`config.mk`:
```
export PLATFORM = sky130hd
export DESIGN_NAME = bank_arb_resp_demux
export DESIGN_NICKNAME = d
export VERILOG_FILES = /design/src/rtl/tcdm_interco_pkg.sv /design/src/rtl/bank_rr_arbiter.sv /design/src/rtl/bank_arb_resp_demux.sv
export SDC_FILE = /design/constraint.sdc
export NUM_CORES = 1
export LEC_CHECK = 0
export ABC_AREA = 1
export ABC_CLOCK_PERIOD_IN_PS = 18600
export CORE_AREA = 10 10 464 466
export CTS_CLUSTER_DIAMETER = 150
export DETAILED_ROUTE_END_ITERATION = 10
export DIE_AREA = 0 0 474 476
export SYNTH_ARGS = -nofsm -noshare
export SYNTH_HDL_FRONTEND = slang
export SYNTH_SLANG_ARGS = --single-unit
```
`constraint.sdc`:
```
create_clock -name clk_i -period 18.6 [get_ports clk_i]
set_input_delay 4.65 -clock clk_i [delete_from_list [all_inputs] [get_ports clk_i]]
set_output_delay 4.65 -clock clk_i [all_outputs]
set_load 0.03 [all_outputs]
```
`src/rtl/tcdm_interco_pkg.sv`:
```
// rtl/tcdm_interco_pkg.sv - shared index-width helper and response pipeline stage type
package tcdm_interco_pkg;

    // Wide enough for the largest legal master count (256).
    localparam int MaxIdxWidth = 8;

    function automatic int idx_width(input int n);
        return (n <= 1) ? 1 : $clog2(n);
    endfunction

    typedef struct packed {
        logic                   valid;
        logic [MaxIdxWidth-1:0] idx;
    } resp_stage_t;

endpackage

```
`src/rtl/bank_rr_arbiter.sv`:
```
// rtl/bank_rr_arbiter.sv - round-robin winner selection with handshake-qualified pointer
module bank_rr_arbiter
    import tcdm_interco_pkg::*;
#(
    parameter int NumMaster = 32,
    localparam int IdxWidth = idx_width(NumMaster)
) (
    input  logic                 clk_i,
    input  logic                 rst_i,
    input  logic [NumMaster-1:0] req,
    input  logic                 gnt,
    output logic [IdxWidth-1:0]  win_idx,
    output logic                 win_valid,
    output logic                 hs,
    output logic [IdxWidth-1:0]  ptr_next,
    output logic [IdxWidth-1:0]  ptr_q
);

    int cand;

    // Scan from the highest offset down so the lowest offset above the pointer wins.
    always_comb begin
        win_valid = 1'b0;
        win_idx   = '0;
        cand      = 0;
        for (int i = NumMaster - 1; i >= 0; i--) begin
            cand = int'(ptr_q) + i;
            if (cand >= NumMaster) cand = cand - NumMaster;
            if (req[cand]) begin
                win_valid = 1'b1;
                win_idx   = IdxWidth'(cand);
            end
        end
    end

    assign hs       = win_valid & gnt;
    assign ptr_next = (win_idx == IdxWidth'(NumMaster - 1)) ? '0 : win_idx + IdxWidth'(1);

    always_ff @(posedge clk_i) begin
        if (rst_i) begin
            ptr_q <= '0;
        end else if (hs) begin
            ptr_q <= ptr_next;
        end
    end

endmodule

```
`src/rtl/bank_arb_resp_demux.sv`:
```
// rtl/bank_arb_resp_demux.sv - N-to-1 bank arbiter with latency-matched response demux
module bank_arb_resp_demux
    import tcdm_interco_pkg::*;
#(
    parameter int NumMaster     = 32,
    parameter int ReqDataWidth  = 32,
    parameter int RespDataWidth = 32,
    parameter int RespLat       = 1
) (
    input  logic                                   clk_i,
    input  logic                                   rst_i,
    input  logic [NumMaster-1:0]                   req_i,
    input  logic [NumMaster-1:0][ReqDataWidth-1:0] data_i,
    output logic [NumMaster-1:0]                   gnt_o,
    output logic [NumMaster-1:0]                   rvld_o,
    output logic [RespDataWidth-1:0]               rdata_o,
    output logic                                   req_o,
    input  logic                                   gnt_i,
    output logic [ReqDataWidth-1:0]                data_o,
    input  logic [RespDataWidth-1:0]               rdata_i
);

    localparam int IdxWidth = idx_width(NumMaster);

    logic [IdxWidth-1:0] win_idx;
    logic                win_valid;
    logic                hs;
    logic [IdxWidth-1:0] ptr_next;
    logic [IdxWidth-1:0] ptr_q;
    resp_stage_t         pipe_q [RespLat];
    resp_stage_t         last_stage;

    bank_rr_arbiter #(
        .NumMaster (NumMaster)
    ) u_arb (
        .clk_i     (clk_i),
        .rst_i     (rst_i),
        .req       (req_i),
        .gnt       (gnt_i),
        .win_idx   (win_idx),
        .win_valid (win_valid),
        .hs        (hs),
        .ptr_next  (ptr_next),
        .ptr_q     (ptr_q)
    );

    assign req_o   = |req_i;
    assign data_o  = data_i[win_idx];
    assign rdata_o = rdata_i;

    always_comb begin
        gnt_o = '0;
        if (win_valid) gnt_o[win_idx] = gnt_i;
    end

    // Each stage carries the granted master so the response lands on the right rvld bit.
    always_ff @(posedge clk_i) begin
        if (rst_i) begin
            for (int s = 0; s < RespLat; s++) pipe_q[s] <= '0;
        end else begin
            pipe_q[0].valid <= hs;
            pipe_q[0].idx   <= MaxIdxWidth'(win_idx);
            for (int s = 1; s < RespLat; s++) pipe_q[s] <= pipe_q[s-1];
        end
    end

    assign last_stage = pipe_q[RespLat-1];

    always_comb begin
        rvld_o = '0;
        if (last_stage.valid) rvld_o[last_stage.idx[IdxWidth-1:0]] = 1'b1;
    end

endmodule

```
==> results of run 1 <==
[worst max-delay path: cells and delay by family]
kind / cells / cell delay (ns)
and+or+nand+nor: 40 / 4.52
AOI/OAI and AO/OA: 1 / 0.39
buffers and inverters: 4 / 2.51
[cell families after synthesis]
group / share of synthesized area [%]
AND/OR/NAND/NOR: 77.4
buffers and inverters: 13.6
AO/OA/AOI/OAI: 5.12
adder cells (fa/ha/maj): 1.39
XOR/XNOR: 1.14
flip-flops: 1.36
[flip-flops by register name, indices dropped and copies added, names as in the netlist]
| name | flops |
|---|---|
| u_arb.ptr_q | 5 |
| pipe_q | 6 |
[through the flow]
| stage | setup WS, ns | instance area (um2) |
|---|---|---|
| 2_1_floorplan | 5.94 | 16200 |
| 3_3_place_gp | 1.23 | 29900 |
| 3_5_place_dp | 1.46 | 29900 |
| 4_1_cts | 1.44 | 30000 |
| 5_1_grt | 0.868 | 30000 |
| 6_report | 1.59 | 30000 |
[layer usage]
| layer | part of all wire (%) | GRT usage [%] | vias to the layer above | routed length (um) |
|---|---|---|---|---|
| met4 | 2.4 | 3.66 | 26 | 4860 |
| met5 | 0.080 | 0 | - | 161 |
| met3 | 8.1 | 3.91 | 217 | 16400 |
| li1 | - | - | 13400 | - |
| met2 | 48 | 28.6 | 1526 | 96000 |
| met1 | 42 | 21.1 | 13400 | 84400 |
[cell usage in the layout (no fill, tap or decap), types with 2 or more instances in the layout]
master / synthesis / routed
ha_1: 18 / 18
nand2_1: 1177 / 1175
nor2_1: 100 / 100
nand2_8: 0 / 4
diode_2: 0 / 36
o21ai_1: 13 / 13
a211oi_1: 2 / 2
inv_8: 0 / 2
nand3_1: 1504 / 1504
nor2_2: 3 / 3
nand2_2: 10 / 7
buf_12: 1 / 12
inv_4: 1 / 3
a31oi_1: 13 / 13
clkbuf_16: 0 / 3
o21ai_0: 13 / 13
nand3_2: 3 / 3
nor4_1: 6 / 6
a21oi_1: 106 / 106
nand2_4: 1 / 2
clkdlybuf4s50_1: 0 / 1155
o21a_1: 3 / 3
nand4_1: 2 / 2
xor2_1: 10 / 10
inv_2: 16 / 13
buf_4: 43 / 38
inv_1: 72 / 71
dfxtp_1: 11 / 10
[worst paths after layout]
path                                    start                           to  slack, ns  depth (start not counted)
hold reg to reg   u_arb.ptr_q[2]$_SDFFE_PP0P_  u_arb.ptr_q[2]$_SDFFE_PP0P_       0.77                          3
setup / recovery                     req_i[9]                   data_o[23]       1.59                         45
hold / removal    u_arb.ptr_q[2]$_SDFFE_PP0P_  u_arb.ptr_q[2]$_SDFFE_PP0P_       0.77                          3
setup reg to reg  u_arb.ptr_q[1]$_SDFFE_PP0P_  u_arb.ptr_q[3]$_SDFFE_PP0P_      10.66                         45
[layout make-up]
class	count	area [um2]	share of cell area (%)
multi-input cells	2998	13800	46.0
repair buffers	1205	12100	40.2
well taps	2704	3380	11.3
inverters	89	357	1.19
flip-flops and latches	11	221	0.737
diodes	36	90.1	0.300
clock buffers	4	78.8	0.262
==> report_table.html, run 1 <==
<table>
<tr><th>Metric</th><th>Value</th></tr>
<tr><th colspan="2">Global routing</th></tr>
<tr><td>Wire length of the first global-routing pass</td><td>257000 um</td></tr>
<tr><td>Maximum number of pins on one net before global-route repair</td><td>148</td></tr>
<tr><td>Residual overflow from global routing</td><td>0</td></tr>
<tr><td>Antenna violations before repair</td><td>106</td></tr>
<tr><td>Overall routing resource usage</td><td>16.7%</td></tr>
<tr><td>Number of global-route vias before repair</td><td>27300</td></tr>
<tr><th colspan="2">Cells and area</th></tr>
<tr><td>Final std cells w/o fill</td><td>7047</td></tr>
<tr><td>Layout area overhead</td><td>85.7%</td></tr>
<tr><td>Fill cell total of the finished layout</td><td>24300</td></tr>
<tr><td>Ratio of cells with drive above 1 in the final layout</td><td>2.32%</td></tr>
<tr><td>Finished Core Util</td><td>14.6%</td></tr>
<tr><td>Post-layout nets</td><td>5417</td></tr>
<tr><th colspan="2">Synth</th></tr>
<tr><td>Number of flops mapped to enable cells by yosys</td><td>0</td></tr>
<tr><td>Leading cell types by total area after synthesis</td><td>nand3_1, nand2_1, buf_2, a21oi_1, clkbuf_1</td></tr>
<tr><td>Mean post-synth cell area</td><td>4.71 um2</td></tr>
<tr><td>Netlist cell types</td><td>42</td></tr>
<tr><td>Post-synth top area share</td><td>46.5%</td></tr>
<tr><td>Commonest cells post-synth</td><td>nand3_1, nand2_1, buf_2</td></tr>
<tr><td>Number of synthesis warnings</td><td>0</td></tr>
<tr><td>Sequential area share after synthesis</td><td>1.36%</td></tr>
<tr><td>Main flop type after synthesis</td><td>dfxtp_1</td></tr>
<tr><td>Post-synthesis instance area</td><td>16200 um2</td></tr>
<tr><td>Mapped Nets</td><td>4542</td></tr>
<tr><td>Synth area leader</td><td>nand3_1</td></tr>
<tr><td>Leading cell type by number of instances after synthesis</td><td>nand3_1</td></tr>
<tr><td>Post-Synthesis Cells</td><td>3433</td></tr>
<tr><td>Share of synthesized flip-flops with an asynchronous set or reset</td><td>0%</td></tr>
<tr><td>Flip-flop and latch count after synthesis</td><td>11</td></tr>
<tr><th colspan="2">Timing</th></tr>
<tr><td>Sum Neg Setup Slack</td><td>0 ns</td></tr>
<tr><td>Final-layout worst hold slack</td><td>0.766 ns</td></tr>
<tr><td>Setup violators final</td><td>0</td></tr>
<tr><td>Setup repair after global routing missed its margin</td><td>no</td></tr>
<tr><td>Peak Freq</td><td>58.8 MHz</td></tr>
<tr><td>Pin slew with the least headroom to its limit</td><td>0.836 ns</td></tr>
<tr><td>Final hold violation count</td><td>0</td></tr>
<tr><td>Worst slew slack as a fraction of its limit</td><td>44.3%</td></tr>
<tr><td>Number of max-slew violations in the final report</td><td>0</td></tr>
<tr><td>Tmin final</td><td>17.01 ns</td></tr>
<tr><td>Share of the cycle needed by the critical path after routing</td><td>91.5%</td></tr>
<tr><td>Worst clock skew</td><td>0.00696 ns</td></tr>
<tr><th colspan="2">Placement</th></tr>
<tr><td>Last weighted congestion value of the routability-driven placer</td><td>0.978</td></tr>
<tr><td>Placed Instances</td><td>7007</td></tr>
<tr><td>Final HPWL DP</td><td>171000 um</td></tr>
<tr><td>Port-buffer cells</td><td>1155</td></tr>
<tr><th colspan="2">Routing</th></tr>
<tr><td>Number of design rule violations left after detail routing</td><td>0</td></tr>
<tr><td>Number of design-rule violations left by the first detailed-router iteration</td><td>2940</td></tr>
<tr><td>Vias</td><td>28600</td></tr>
<tr><td>Drt pass-1 iters</td><td>8</td></tr>
<tr><td>Final routed wirelength across all metal layers</td><td>202000 um</td></tr>
<tr><td>Detailed-route vias per instance</td><td>4.06</td></tr>
<tr><td>Remaining antenna violation count after routing</td><td>0</td></tr>
<tr><td>WL per Instance</td><td>28.6 um</td></tr>
<tr><th colspan="2">Critical path</th></tr>
<tr><td>Library cell contributing the largest single delay on the critical path</td><td>clkdlybuf4s50_1</td></tr>
<tr><td>Biggest fanout along the worst timing path</td><td>82</td></tr>
<tr><td>WS Path Type</td><td>input pin to output port</td></tr>
<tr><td>Delay of the slowest critical-path stage</td><td>0.81 ns</td></tr>
<tr><td>CP endpoint kind</td><td>output port</td></tr>
<tr><td>Arrival time reported for the critical path endpoint</td><td>12.36 ns</td></tr>
<tr><td>Critical Path RT</td><td>13.95 ns</td></tr>
<tr><td>Worst Setup Start Kind</td><td>input pin</td></tr>
<tr><td>Most frequent cell on the critical path</td><td>nand2_1</td></tr>
<tr><th colspan="2">Clocking</th></tr>
<tr><td>Count of hold buffers inserted by post-cts repair</td><td>0</td></tr>
<tr><td>TritonCTS Buffers</td><td>3</td></tr>
<tr><td>CTS tree</td><td>built</td></tr>
<tr><td>CTS-repair resized insts</td><td>0</td></tr>
<tr><td>Clock Pin Slew Worst Setup and Hold Paths</td><td>0.04 ns</td></tr>
<tr><td>Deepest clock path buffer count</td><td>2</td></tr>
<tr><td>Clock sink total</td><td>11</td></tr>
<tr><td>Clock latency reported for the late side of the worst-skew pair</td><td>0.25 ns</td></tr>
<tr><td>Cell chosen for the clock root</td><td>clkbuf_16</td></tr>
<tr><td># H-tree levels</td><td>1</td></tr>
<tr><td>Number of buffers inserted to repair setup after CTS</td><td>0</td></tr>
<tr><th colspan="2">Floorplanning</th></tr>
<tr><td>Num ports</td><td>1220</td></tr>
<tr><td>Die ar.</td><td>226000 um2</td></tr>
<tr><td>Number of rows in the core area</td><td>167</td></tr>
<tr><td>Die Y-Extent</td><td>476 um</td></tr>
<tr><td>Chip Width</td><td>474 um</td></tr>
<tr><td>Standard cell core area</td><td>206000 um2</td></tr>
<tr><td>Starting Density</td><td>7.85%</td></tr>
<tr><th colspan="2">Min path</th></tr>
<tr><td>Type of the tightest min-delay check</td><td>register to register</td></tr>
<tr><th colspan="2">Status</th></tr>
<tr><td>Run status</td><td>finished clean</td></tr>
<tr><th colspan="2">Run</th></tr>
<tr><td>Number of max-cap violations</td><td>0</td></tr>
</table>
Power of run 1 is left out: the tool's default activity adds up to more than one toggle a clock period on the data nets, which glitch-free logic cannot reach.
==> run 2, diff against run 1 <==
- CTS_CLUSTER_SIZE: unset -> 30
- SLEW_MARGIN: unset -> 40
==> results of run 2 <==
The final DEF is identical to that of run 1; final timing and power are the same.
Power of run 2 is left out for the same reason.
